**config.mk**
```make
export PLATFORM = sky130hd
export DESIGN_NAME = uart_tx_arbiter
export DESIGN_NICKNAME = d
export VERILOG_FILES = /design/src/rtl/uart_tx_arbiter.sv
export SDC_FILE = /design/constraint.sdc
export NUM_CORES = 1
export LEC_CHECK = 0
export ABC_CLOCK_PERIOD_IN_PS = 2700
export BUFFER_PORTS_ARGS = -buffer_cell sky130_fd_sc_hd__buf_4
export CORE_AREA = 5 5 87 89
export DETAILED_ROUTE_END_ITERATION = 6
export DIE_AREA = 0 0 92 94
export GPL_TIMING_DRIVEN = 0
export PLACE_DENSITY_LB_ADDON = 0.15
export RECOVER_POWER = 50
export SLEW_MARGIN = 15
export SYNTH_ARGS = -nofsm -noshare
export SYNTH_HDL_FRONTEND = slang
export SYNTH_SLANG_ARGS = --single-unit
```
**constraint.sdc**
```tcl
create_clock -name clk -period 2.7 [get_ports clk]
set_input_delay 0.27 -clock clk [delete_from_list [all_inputs] [get_ports clk]]
set_output_delay 0.27 -clock clk [all_outputs]
set_load 0.02 [all_outputs]
```
**src/rtl/uart_tx_arbiter.sv**
```systemverilog
// Round-robin arbiter sharing one UART transmitter among NUM_REQ requesters.
// The winner's byte and baud divisor are latched, launched with a trmt pulse, and completion is reported back.
module uart_tx_arbiter #(
    parameter int NUM_REQ = 4,
    parameter int LOCK_TO = 1024
) (
    input  logic                  clk,
    input  logic                  rst,
    input  logic [NUM_REQ-1:0]    req_vld,
    input  logic [8*NUM_REQ-1:0]  req_data,
    input  logic [16*NUM_REQ-1:0] req_baud,
    input  logic [NUM_REQ-1:0]    req_last,
    output logic [NUM_REQ-1:0]    req_rdy,
    output logic [NUM_REQ-1:0]    req_done,
    output logic                  trmt,
    output logic [7:0]            tx_data,
    output logic [15:0]           baud,
    input  logic                  tx_done,
    output logic [NUM_REQ-1:0]    grant,
    output logic                  busy
);

    localparam int PTR_W = $clog2(NUM_REQ);
    localparam int CNT_W = $clog2(LOCK_TO + 1);
    localparam logic [CNT_W-1:0] CNT_MAX = CNT_W'(LOCK_TO - 1);

    // Handshake: req_rdy[i] is a single-cycle Mealy pulse in IDLE; the byte on
    // req_data/req_baud/req_last of requester i is taken at that clock edge.
    typedef enum logic [1:0] {
        IDLE   = 2'd0,
        LAUNCH = 2'd1,
        CLR    = 2'd2,
        WAIT   = 2'd3
    } state_t;

    state_t           state;
    state_t           state_next;
    logic [PTR_W-1:0] rr_ptr;
    logic [PTR_W-1:0] lock_id;
    logic [PTR_W-1:0] grant_id;
    logic [PTR_W-1:0] win_id;
    logic [PTR_W-1:0] idx;
    logic             win_vld;
    logic             lock;
    logic             last_q;
    logic [CNT_W-1:0] lock_cnt;

    function automatic logic [PTR_W-1:0] ptr_after(input logic [PTR_W-1:0] p);
        if (int'(p) == NUM_REQ - 1) begin
            return '0;
        end
        return p + PTR_W'(1);
    endfunction

    // Scan from the highest offset down so the lowest offset from rr_ptr wins.
    always_comb begin
        win_vld = 1'b0;
        win_id  = '0;
        idx     = '0;
        if (lock) begin
            win_vld = req_vld[lock_id];
            win_id  = lock_id;
        end else begin
            for (int i = NUM_REQ - 1; i >= 0; i--) begin
                idx = PTR_W'((int'(rr_ptr) + i) % NUM_REQ);
                if (req_vld[idx]) begin
                    win_vld = 1'b1;
                    win_id  = idx;
                end
            end
        end
    end

    always_comb begin
        state_next = state;
        req_rdy    = '0;
        req_done   = '0;
        trmt       = 1'b0;
        case (state)
            IDLE: begin
                if (win_vld) begin
                    req_rdy[win_id] = 1'b1;
                    state_next      = LAUNCH;
                end
            end
            LAUNCH: begin
                trmt       = 1'b1;
                state_next = CLR;
            end
            // tx_done may still be high from the previous byte here.
            CLR: state_next = WAIT;
            WAIT: begin
                if (tx_done) begin
                    req_done[grant_id] = 1'b1;
                    state_next         = IDLE;
                end
            end
            default: state_next = IDLE;
        endcase
    end

    assign busy = (state != IDLE);

    always_ff @(posedge clk) begin
        if (rst) begin
            state    <= IDLE;
            rr_ptr   <= '0;
            lock     <= 1'b0;
            lock_id  <= '0;
            lock_cnt <= '0;
            grant    <= '0;
            grant_id <= '0;
            last_q   <= 1'b0;
            tx_data  <= '0;
            baud     <= '0;
        end else begin
            state <= state_next;
            case (state)
                IDLE: begin
                    if (win_vld) begin
                        tx_data  <= req_data[8*int'(win_id) +: 8];
                        baud     <= req_baud[16*int'(win_id) +: 16];
                        last_q   <= req_last[win_id];
                        grant    <= {{(NUM_REQ-1){1'b0}}, 1'b1} << win_id;
                        grant_id <= win_id;
                        lock_cnt <= '0;
                    end else if (lock) begin
                        // Owner of an unfinished packet went quiet: drop the hold.
                        if (lock_cnt == CNT_MAX) begin
                            lock     <= 1'b0;
                            grant    <= '0;
                            rr_ptr   <= ptr_after(lock_id);
                            lock_cnt <= '0;
                        end else begin
                            lock_cnt <= lock_cnt + CNT_W'(1);
                        end
                    end
                end
                WAIT: begin
                    if (tx_done) begin
                        if (last_q) begin
                            lock   <= 1'b0;
                            grant  <= '0;
                            rr_ptr <= ptr_after(grant_id);
                        end else begin
                            lock     <= 1'b1;
                            lock_id  <= grant_id;
                            lock_cnt <= '0;
                        end
                    end
                end
                default: ;
            endcase
        end
    end

endmodule

```
=== After elaboration in Yosys (flattened, before gate mapping) ===
Cells that the tools add are included.

* $lt $le $gt $ge: 9
* Muxes and demuxes: 73
* Shift operators: 3
* Add/subtract/negate cells: 6
* Reductions and logical operators: 12
* Bitwise logic cells: 1
* Equality and inequality tests: 15

{| class="wikitable"
|+ Operators with widths
! cell !! count
|-
| indexed part select 64 x 7 -> 16 bit || 1
|-
| 2-to-1 mux 11 bit || 5
|-
| 2-to-1 mux 4 bit || 9
|-
| 2-to-1 mux 2 bit || 16
|-
| indexed part select 32 x 6 -> 8 bit || 1
|-
| 2-to-1 mux 1 bit || 30
|-
| case mux 11 bit (2 select lines) || 1
|-
| less-than comparator 2 x 3 -> 1 bit, second input constant || 7
|-
| inequality test 2 bit, second input constant || 7
|-
| binary-select mux 1 bit (select 2 bit) || 6
|-
| adder 11 x 1 -> 11 bit, second input constant || 1
|-
| == test 11 x 10 -> 1 bit, second input constant || 1
|-
| case mux 2 bit (4 select lines) || 1
|-
| case mux 4 bit (2 select lines) || 1
|-
| adder 2 x 1 -> 2 bit, second input constant || 3
|-
| == test 2 x 1 -> 1 bit, second input constant || 3
|-
| inequality test 3 bit, second input constant || 2
|-
| AND reduction 3 bit || 2
|-
| AND reduction 6 bit || 1
|-
| AND reduction 5 bit || 1
|-
| adder 2 bit, second input constant || 2
|-
| demux 1 bit (select 2 bit) || 2
|-
| == test 2 bit, second input constant || 2
|-
| greater-or-equal comparator 2 x 1 -> 1 bit, second input constant || 2
|-
| other kinds (9) || 12
|}

* Flip-flop bits (word level): 49
* Bits of input ports: 107
* Word-level logic and storage cells: 129
* Output and inout port bits: 38

=== Longest topological paths before layout ===
Gate-level depths: netlist (run 1).

* Depth in word-level cells: 16
* Mapped depth: 9
* Gate-level depth less buffers: 8

=== Worst setup path before layout (run 1) ===
Ideal clock, no wire load.

* Path type: register to register
* Start: register state[0]
* End: register lock_cnt[8]
* Cell stages (with the launch flop): 9
* Library setup time: 70 ps
* Arrival: 1984 ps
* Path slack: 646 ps
* Buffers on the path: 0
* Clock period less this slack: 2054 ps
* Path through: dfxtp_1 > inv_1 > ha_1 > inv_1 > or3_4 > nand2_1 > or3_1 > or3_1 > a21oi_1

* Cells in the longest elaborated chain, start to end: 3
* Elaborated cells between the ends (all ways): 8
* Classes of those cells: eq/ne: 4; mux: 1; reduce/logical: 3

{| class="wikitable"
|+ Ends and longest elaborated chain
! what !! line !! source
|-
| start: declaration || 36 || <nowiki>state_t state;</nowiki>
|-
| start signal: assignment || 117 || <nowiki>state <= state_next;</nowiki>
|-
| == test 2 bit or zero test 2 bit (tied branches) || 118 || <nowiki>case (state)</nowiki>
|-
| inequality test 2 bit (no line), or another cell as far along || -- ||
|-
| AND reduction 4 bit (no line) || -- ||
|-
| end signal: assignment || 135 || <nowiki>lock_cnt <= lock_cnt + CNT_W'(1);</nowiki>
|-
| end: declaration || 46 || <nowiki>logic [CNT_W-1:0] lock_cnt;</nowiki>
|}

Parallel ways exist; a longest one is shown, timed or not.
A chain may end at the register's enable or synchronous reset.

=== Worst setup path after layout (run 1) ===
* Start: register rr_ptr[1]
* End: output req_rdy[1]

* Cells in the longest elaborated chain, start to end: 14
* Elaborated cells between the ends (all ways): 28
* Classes of those cells: add/sub: 3; order compare: 2; mux: 22; reduce/logical: 1

{| class="wikitable"
|+ Ends and longest elaborated chain
! what !! line !! source
|-
| start: declaration || 38 || <nowiki>logic [PTR_W-1:0] rr_ptr;</nowiki>
|-
| start signal: assignment || 132 || <nowiki>rr_ptr <= ptr_after(lock_id);</nowiki>
|-
| start signal: assignment || 144 || <nowiki>rr_ptr <= ptr_after(grant_id);</nowiki>
|-
| adder 2 bit || 65 || <nowiki>idx = PTR_W'((int'(rr_ptr) + i) % NUM_REQ);</nowiki>
|-
| binary-select mux 1 bit (select 2 bit) || 66 || <nowiki>if (req_vld[idx]) begin</nowiki>
|-
| 2-to-1 mux 1 bit (not written as such) || 66 ||
|-
| 2-to-1 mux 2 bit (4 in series) || 66 ||
|-
| 2-to-1 mux 2 bit || 60 || <nowiki>if (lock) begin</nowiki>
|-
| less-than comparator 2 x 3 -> 1 bit (not written as such) or greater-or-equal comparator 2 x 1 -> 1 bit (tied branches) || 82 || <nowiki>req_rdy[win_id] = 1'b1;</nowiki>
|-
| logical AND 1 bit (not written as such) || 82 ||
|-
| 2-to-1 mux 1 bit (not written as such) || 82 ||
|-
| demux 1 bit (select 2 bit) || 82 ||
|-
| 2-to-1 mux 4 bit (*) || 81 || <nowiki>if (win_vld) begin</nowiki>
|-
| 2-to-1 mux 4 bit (*) || 79 || <nowiki>case (state)</nowiki>
|-
| end: declaration || 13 || <nowiki>output logic [NUM_REQ-1:0] req_rdy,</nowiki>
|}

Mark *: on every way between the ends. The rest lies on a longest branch, timed or not. The select of a mux whose other input is x is not followed.

==> results.py, run 1 <==
metrics = {
    "timing": {
        "drv_slew": 0,
        "post-route-period-util_pct": 91.40,
        "min_period_ps": 2468,
        "clock.fmax_mhz": 405.2,
        "rsz0062_at_grt": "no",
        "setup_viol": 0,
        "clock_skew_ps": 6.867,
        "maxSlewHeadroom_pct": 66.06,
        "timing.setup.tns_ps": 0,
        "final-hold-violation-count": 0,
        "worst_pin_slew_ps": 509.1,
    },
    "power_and_ir_drop": {
        "power_frac_comb_pct": 57.3,
        "intPower_mw": 2.023,
        "p_switching_mw": 1.685,
        "clock_power_share_pct": 11.6,
        "irDropWorstVdd_uv": 401.8,
        "p_per_area_nw_per_um2": 886.6,
        "power_mw": 3.708,
        "p_leak_nw": 1.786,
        "seqPwrFrac_pct": 31.0,
        "swShare_pct": 45.45,
    },
    "synth": {
        "syn_avg_cell_area_sq_um": 8.964,
        "yosys_most_used_dff": "dfxtp_1",
        "yosysWarningCount": 0,
        "synthArstFlopShare_pct": 0,
        "synth_largest_area_cell": "dfxtp_1",
        "ys_top_cells_by_area": "dfxtp_1, mux2i_1, a2bb2oi_1",
        "synth.top_cell.area_share_pct": 32.09,
        "synth_edf_count": 0,
        "synthCells": 341,
        "yosys.cell_types.count": 54,
        "syn_area_sq_um": 3057,
        "syn_nets": 458,
        "synth_seq_cells": 49,
        "synth-seq-area-share_pct": 32.09,
    },
    "place": {
        "placed_area_sq_um": 4230,
        "gp_congestion": 0.8257,
        "place_hpwl_um": 7571,
        "portBuffers": 143,
    },
    "floorplan": {
        "core-area_sq_um": 6681,
        "ios": 145,
        "die_h_um": 94,
        "rows": 30,
        "dieWidth_um": 92,
        "die_area_sq_um": 8648,
        "start_util_pct": 45.75,
    },
    "clocking": {
        "htreeDepth": 2,
        "path_clk_slew_ps": 90,
        "cts-root-buf": "clkbuf_8",
        "cts.path.max_buffers": 2,
        "cts.sinks": 49,
        "cts_tree": "yes",
        "clk_latency_ps": 300,
        "numCtsBuffers": 5,
    },
    "detailed_routing": {
        "met2_wirelength_um": 4654,
        "drtIter0Drc": 84,
        "dr.pass1.iters": 5,
        "via_count": 3087,
        "top_layer_used": "met4",
        "routed_wl_um": 9221,
        "wirelength_met1_um": 3580,
        "drc_errors": 0,
        "viasPerCell": 5.397,
        "ant_nets": 0,
        "routedWlPerCell_um": 16.12,
        "wl_met3_um": 787,
    },
    "critical_path": {
        "crit_path_max_incr_delay_ps": 440,
        "critPathSlowestCell": "dfxtp_1",
        "cp.arrival_ps": 2200,
        "critPathCaptureType": "output port",
        "path_class": "reg2out",
        "rr_worst_depth": 8,
        "path_common_cell": "buf_2",
        "critPathLaunchType": "flip-flop",
        "crit_path_max_fanout": 10,
        "cp_cell_sequence": "nand2_1, a21oi_2, o31ai_1, buf_2, buf_2, or3_1, nor2_1, buf_4",
        "cp_num_cells": 8,
        "timing.critical_path.buf_inv": 3,
        "cp.required_ps": 2430,
        "crit_family": "simple AND/OR/NAND/NOR gates",
    },
    "finish": {
        "final_core_util_pct": 62.58,
        "drive_gt1_share_pct": 29.67,
        "mostFrequentLayoutCell": "buf_4",
        "area_delta_synth_final_pct": 36.80,
        "final_area_sq_um": 4182,
        "antennaDiodeCount": 0,
        "nets": 608,
        "layout_common_cells": "buf_4, mux2i_1, dfxtp_1",
    },
    "global_route": {
        "grt-ovfl-total": 0,
        "antenna_found_initial": 0,
        "grt_pass1_wl_um": 15430,
        "grt_pass1_vias": 3284,
        "globalRouteTotalUtil_pct": 22.07,
        "grt_max_degree": 15,
    },
    "min_path": {
        "hold_class": "in2reg",
        "hold_depth": 3,
    },
    "run": {
        "drv_cap": 0,
    },
    "run_status": {
        "status": "complete, no violations",
    },
}
what timing repair did:
item                       CTS  global route
resized for setup            0             1
hold buffers                 0             0
setup endpoints to repair    0             1
setup buffers                0             0
synth_stat cells (all sizes together) (6+ instances only):
| master | count |
|---|---|
| a21oi | 16 |
| a2bb2oi | 27 |
| and3 | 9 |
| buf | 15 |
| dfxtp | 49 |
| ha | 10 |
| inv | 9 |
| mux2i | 52 |
| nand2 | 19 |
| nand2b | 6 |
| nor2 | 28 |
| nor3 | 9 |
| o21ai | 41 |
| or3 | 6 |
worst paths after layout:
| path | start | slack (ps) | endpoint |
|---|---|---|---|
| worst max-delay path | rr_ptr[1] | 230 | req_rdy[1] |
| worst min-delay path | req_baud[31] | 240 | baud[15] |
| worst max register to register | lock_id[0] | 310 | tx_data[0] |
| worst min register to register | grant[1] | 460 | grant[1] |
flip-flops by register name (all words and copies together), names as in the netlist:
register and flops:
baud 16, lock_cnt 11, tx_data 8, grant 4, grant_id 2, lock_id 2, rr_ptr 2, state 2
last_q 1, lock 1
area by class of cell:
class / instances / area (sq um)
Fill cell: 632 / 2500
Timing Repair Buffer: 143 / 945.9
Clock buffer: 7 / 76.32
Inverter: 9 / 33.78
Multi-Input combinational cell: 263 / 1912
Sequential cell: 49 / 980.9
Tap cell: 80 / 100.1
Buffer: 20 / 125.1
Clock inverter: 1 / 7.507
per-stage QoR:
step / std cells / setup WS [ps] / hold WS (ps)
after floorplan: 341 / 646.0 / 441.1
after global placement: 564 / 419.8 / 445.0
after detailed placement: 564 / 375.5 / 449.9
after CTS: 572 / 173.0 / 229.7
after global routing: 572 / 24.23 / 234.6
final: 572 / 232.1 / 238.7
power by group through the flow:
| stage | combinational [mW] | sequential (mW) | clock (mW) |
|---|---|---|---|
| detailed placement | 2.33 | 1.17 | 0 |
| CTS | 2.34 | 1.16 | 0.444 |
| global placement | 2.29 | 1.16 | 0 |
| global route | 2.36 | 1.19 | 0.473 |
| floorplan | 1.27 | 1.39 | 0 |
| finish | 2.13 | 1.15 | 0.431 |
cells by family after synthesis:
group           share of synthesized area, %
compound gates                         22.56
simple gates                           17.40
mux                                    18.26
flops                                  32.09
buf+inv                                5.321
fa+ha+maj                              4.093
xor+xnor                              0.2866
tightest hold or removal path: cells and delay by family:
family / cells / cell delay (ps)
buf+inv: 1 / 70
compound gates: 1 / 120
mux: 1 / 50
layer usage:
layer  vias to the layer above  GRT usage, %
met4                         0         7.797
met1                      1407         24.22
met2                       115         38.63
met5                         -             0
met3                        15         8.734
li1                       1550             -
(Power assumes the default switching activity.)
==> run 2: changes to the inputs <==
--- a/config.mk
+++ b/config.mk
@@ -7,9 +7,9 @@
 export LEC_CHECK = 0
 export ABC_CLOCK_PERIOD_IN_PS = 2700
 export BUFFER_PORTS_ARGS = -buffer_cell sky130_fd_sc_hd__buf_4
-export CORE_AREA = 5 5 87 89
+export CORE_AREA = 5 5 93 95
 export DETAILED_ROUTE_END_ITERATION = 6
-export DIE_AREA = 0 0 92 94
+export DIE_AREA = 0 0 98 100
 export GPL_TIMING_DRIVEN = 0
 export PLACE_DENSITY_LB_ADDON = 0.15
 export RECOVER_POWER = 50
==> run 2 against run 1 <==
Net effect: combinational power is essentially flat; highest routed layer unchanged; largest cell class unchanged; non-clock buffer count did not move; design area rose by 0.63%.
==> results.py, run 2 (synthesized netlist as in run 1, its figures left out) <==
metrics = {
    "finish": {
        "largest_reg_flops": 16,
        "multi_input_area_sq_um": 1908,
        "top_register": "baud",
        "area_delta_synth_final_pct": 37.66,
        "nets": 608,
        "drive_gt1_share_pct": 29.47,
        "antennaDiodeCount": 0,
        "layout_common_cells": "buf_4, mux2i_1, dfxtp_1",
        "regArea_sq_um": 980.9,
        "num-fill-cells": 757,
        "top_regs": "baud (16), lock_cnt (11), tx_data (8)",
        "mostFrequentLayoutCell": "buf_4",
    },
    "detailed_routing": {
        "drc_errors": 0,
        "viasPerCell": 5.242,
        "drtIter0Drc": 70,
        "dr.pass1.iters": 4,
        "ant_nets": 0,
        "via_count": 3114,
        "routedWlPerCell_um": 15.85,
        "routed_wl_um": 9417,
    },
    "global_route": {
        "use_met2_pct": 34.14,
        "use_met3_pct": 6.185,
        "grt-ovfl-total": 0,
        "globalRouteTotalUtil_pct": 19.45,
        "grt_max_degree": 15,
        "use_met1_pct": 22.76,
        "top_usage_layer": "met2",
        "grt_pass1_vias": 3304,
        "grt_pass1_wl_um": 15750,
        "antenna_found_initial": 0,
    },
    "timing": {
        "worst_hold_slack_ps": 234.6,
        "final-hold-violation-count": 0,
        "maxSlewHeadroom_pct": 64.92,
        "min_period_ps": 2516,
        "timing.setup.tns_ps": 0,
        "drv_slew": 0,
        "clock.fmax_mhz": 397.4,
        "rsz0062_at_grt": "no",
        "setup_viol": 0,
        "worst_pin_slew_ps": 526.2,
        "clock_skew_ps": 17.10,
        "post-route-period-util_pct": 93.19,
    },
    "clocking": {
        "cts.sinks": 49,
        "clk_latency_ps": 310,
        "ctsHoldBuffers": 0,
        "cts-root-buf": "clkbuf_8",
        "numCtsBuffers": 5,
        "cts_setup_buffers": 0,
        "cts_resized": 0,
        "cts_tree": "yes",
        "htreeDepth": 2,
        "path_clk_slew_ps": 100,
        "cts.path.max_buffers": 2,
    },
    "power_and_ir_drop": {
        "p_leak_nw": 1.787,
        "intPower_mw": 2.023,
        "p_switching_mw": 1.710,
        "seqPwrFrac_pct": 30.7,
        "swShare_pct": 45.81,
        "power_frac_comb_pct": 57.6,
        "clock_power_share_pct": 11.6,
        "irDropWorstVdd_uv": 336.0,
        "p_per_area_nw_per_um2": 887.1,
    },
    "critical_path": {
        "critPathCaptureType": "output port",
        "cp.required_ps": 2430,
        "crit_path_max_fanout": 10,
        "critPathLaunch": "lock",
        "cp.arrival_ps": 2250,
        "r2r_start": "lock_cnt[0]",
        "reg2reg_setup_slack_ps": 310,
        "critPathLaunchType": "flip-flop",
        "path_class": "reg2out",
    },
    "min_path": {
        "hold_start": "req_baud[18]",
        "hold_class": "in2reg",
    },
    "place": {
        "portBuffers": 143,
        "place_hpwl_um": 7635,
        "gp_congestion": 0.8468,
    },
    "floorplan": {
        "rows": 32,
        "ios": 145,
        "die_h_um": 100,
        "dieWidth_um": 98,
        "die_area_sq_um": 9800,
        "core-area_sq_um": 7647,
        "start_util_pct": 39.97,
    },
    "run_status": {
        "status": "complete, no violations",
    },
    "run": {
        "drv_cap": 0,
    },
}
[run 2: cell count changes in the layout (fill, tap and decap cells not counted)]
cell	before	now
buf_4	109	110
a21oi_1	15	16
buf_2	10	9
and2_0	2	1
a21oi_2	1	0
and2_1	0	1
[run 2: per-stage QoR]
stage / power [mW] / setup WS [ps] / std cells / utilization [%] / cell area, sq um
final: 3.733 / 183.9 / 594 / 55.02 / 4208
after CTS: 3.952 / 164.3 / 594 / 56.77 / 4342
after global routing: 4.011 / 6.142 / 594 / 55.02 / 4208
after global placement: 3.498 / 357.7 / 586 / 55.68 / 4258
after floorplan: 2.655 / 646.0 / 341 / - / 3057
after detailed placement: 3.517 / 355.4 / 586 / 55.68 / 4258
[run 2: cell type report]
| cell class | count | share of cell area (%) |
|---|---|---|
| inverters | 9 | 0.8029 |
| flip-flops and latches | 49 | 23.31 |
| clock inverters | 1 | 0.1784 |
| multi-input cells | 263 | 45.35 |
| repair buffers | 143 | 22.48 |
| well taps | 102 | 3.033 |
| clock buffers | 7 | 1.814 |
| plain buffers | 20 | 3.033 |
[run 2: critical path: stages (launching register included)]
cell	delay (ps)
dfxtp_1	320
buf_6	140
inv_1	80
o221ai_1	140
o31ai_1	270
buf_2	250
buf_2	360
or3_1	180
nor2_1	50
buf_4	160
[run 2: power by group through the flow]
stage / logic (mW) / registers [mW] / clock network, mW
finish: 2.15 / 1.15 / 0.434
detailed placement: 2.35 / 1.16 / 0
global placement: 2.34 / 1.16 / 0
CTS: 2.36 / 1.15 / 0.441
global route: 2.36 / 1.18 / 0.472
floorplan: 1.27 / 1.39 / 0
[run 2: path summary, 6_finish.rpt]
check | end | cells after the start
worst max-delay path | req_rdy[1] | 9
worst min-delay path | baud[2] | 3
worst max register to register | grant[3] | 7
worst min register to register | grant[1] | 2
[run 2: metal layers]
layer	share of wire, %	vias up	routed length (um)
li1	-	1553	-
met1	42	1430	3947
met2	48	116	4544
met3	7.8	15	732
met4	2.0	0	193
met5	0	-	0
==> run 3: changes to the inputs <==
==> constraint.sdc (replaced) <==
create_clock -name clk -period 2.7 [get_ports clk]
set_input_delay 0.54 -clock clk [delete_from_list [all_inputs] [get_ports clk]]
set_output_delay 0.54 -clock clk [all_outputs]
set_load 0.02 [all_outputs]
==> run 3 against run 2 <==
Net effect: maximum frequency decreased by 1.0%; clock skew decreased by 1.1 ps; cell count increased by 0.34%; clock-buffer cell count unchanged; critical path type unchanged; largest power group unchanged; highest routed layer unchanged.
==> results.py, run 3 (synthesized netlist as in run 1, its figures left out) <==
metrics = {
    "critical_path": {
        "r2r_start": "lock_id[0]",
        "worstReg2RegEnd": "baud[13]",
        "timing.critical_path.buf_inv": 5,
        "cp_num_cells": 9,
        "crit_path_max_fanout": 10,
        "rr_worst_depth": 8,
        "critPathLaunchType": "flip-flop",
        "cp_cell_sequence": "buf_6, inv_1, o221ai_1, o31ai_1, buf_4, buf_6, or3_1, nor2_1, buf_4",
        "cp.arrival_ps": 2000,
        "path_class": "reg2out",
        "reg2reg_setup_slack_ps": 330,
        "critPathCaptureType": "output port",
        "critPathLaunch": "lock",
        "critPathSlowestCell": "dfxtp_1",
        "crit_end": "req_rdy[1]",
        "crit_path_max_incr_delay_ps": 330,
        "crit_family": "buffers and inverters",
        "cp.required_ps": 2160,
    },
    "floorplan": {
        "start_util_pct": 39.97,
        "rows": 32,
        "core-area_sq_um": 7647,
        "ios": 145,
        "die_h_um": 100,
        "dieWidth_um": 98,
        "die_area_sq_um": 9800,
    },
    "clocking": {
        "clk_latency_ps": 310,
        "htreeDepth": 2,
        "numCtsBuffers": 5,
        "cts.sinks": 49,
        "path_clk_slew_ps": 90,
        "cts.path.max_buffers": 2,
        "cts-root-buf": "clkbuf_8",
        "cts_tree": "yes",
    },
    "global_route": {
        "antenna_found_initial": 0,
        "grt-ovfl-total": 0,
        "grt_pass1_vias": 3304,
        "globalRouteTotalUtil_pct": 19.45,
        "top_usage_layer": "met2",
        "use_met1_pct": 22.76,
        "grt_max_degree": 15,
        "use_met3_pct": 6.185,
        "grt_pass1_wl_um": 15750,
        "use_met2_pct": 34.14,
    },
    "finish": {
        "largest_reg_flops": 16,
        "mostFrequentLayoutCell": "buf_4",
        "drive_gt1_share_pct": 30.57,
        "top_regs": "baud (16), lock_cnt (11), tx_data (8)",
        "num-fill-cells": 746,
        "nets": 610,
        "layout_common_cells": "buf_4, mux2i_1, dfxtp_1",
        "final_core_util_pct": 55.58,
        "top_register": "baud",
        "antennaDiodeCount": 0,
        "area_delta_synth_final_pct": 39.05,
    },
    "detailed_routing": {
        "drtIter0Drc": 60,
        "viasPerCell": 5.260,
        "ant_nets": 0,
        "routedWlPerCell_um": 15.86,
        "drc_errors": 0,
        "via_count": 3135,
        "routed_wl_um": 9455,
        "dr.pass1.iters": 4,
    },
    "timing": {
        "clock_skew_ps": 15.96,
        "drv_slew": 0,
        "maxSlewHeadroom_pct": 64.98,
        "setup_viol": 0,
        "timing.setup.tns_ps": 0,
        "final-hold-violation-count": 0,
        "rsz0062_at_grt": "no",
        "setup_ws_ps": 158.0,
        "min_period_ps": 2542,
        "worst_pin_slew_ps": 525.4,
        "clock.fmax_mhz": 393.4,
        "post-route-period-util_pct": 94.15,
    },
    "power_and_ir_drop": {
        "p_leak_nw": 1.809,
        "p_per_area_nw_per_um2": 884.2,
        "irDropWorstVdd_uv": 336.7,
    },
    "place": {
        "place_hpwl_um": 7635,
        "portBuffers": 143,
        "place_ws_ps": -9.946,
        "gp_congestion": 0.8468,
    },
    "run": {
        "drv_cap": 0,
    },
    "run_status": {
        "status": "complete, no violations",
    },
    "min_path": {
        "hold_depth": 2,
        "hold_class": "reg2reg",
    },
}
==> run 3: power by group <==
group	internal, mW	total (mW)	switching (mW)
combinational	0.880	2.17	1.29
clock	0.184	0.434	0.250
sequential	0.983	1.15	0.169
total	2.05	3.76	1.71
==> run 3: timing repair <==
| action | 4_1_cts | 5_1_grt |
|---|---|---|
| pin swaps | 0 | 1 |
| hold buffers | 0 | 0 |
| cloned | 0 | 0 |
| gates resized for setup | 3 | 5 |
| setup endpoints to repair | 4 | 4 |
| setup buffers | 0 | 2 |
==> run 3: how the worst min path moves through the flow <==
stage | from | to | slack, ps
3_3_place_gp | grant[1] | grant[1] | 450
5_1_grt | lock_cnt[9] | lock_cnt[9] | 500
4_1_cts | grant[1] | grant[1] | 460
2_1_floorplan | lock_cnt[9] | lock_cnt[9] | 440
6_report | grant[1] | grant[1] | 460
3_5_place_dp | grant[1] | grant[1] | 450
==> run 3: stage by stage <==
stage / hold slack, ps / power (mW) / instance area, sq um / instances
6_report: 455.6 / 3.758 / 4250 / 596
5_1_grt: 497.8 / 4.041 / 4250 / 596
4_1_cts: 461.4 / 3.959 / 4348 / 594
3_5_place_dp: 450.3 / 3.517 / 4258 / 586
3_3_place_gp: 445.6 / 3.498 / 4258 / 586
2_1_floorplan: 441.1 / 2.655 / 3057 / 341
==> run 3: area by class of cell <==
class                   count  area [sq um]  share of cell area, %
multi-input cells         263          1908                  44.89
flip-flops and latches     49         982.2                  23.11
repair buffers            145         975.9                  22.96
plain buffers              20         138.9                  3.268
well taps                 102         127.6                  3.003
clock buffers               7         76.32                  1.796
inverters                   9         33.78                 0.7948
clock inverters             1         7.507                 0.1766
==> run 3: worst register-to-register path: stages (launching register included) <==
cell       delay (ps)
dfxtp_1           460
mux2_1            410
o22ai_4           300
nor3_1            120
a21bo_2           200
clkbuf_1          310
buf_6             210
a2bb2oi_1         160
o21ai_0            90
==> run 3: per-layer routing <==
metal | vias up | routed length (um)
li1 | 1557 | -
met1 | 1447 | 3910
met2 | 116 | 4609
met3 | 15 | 744
met4 | 0 | 191
met5 | - | 0
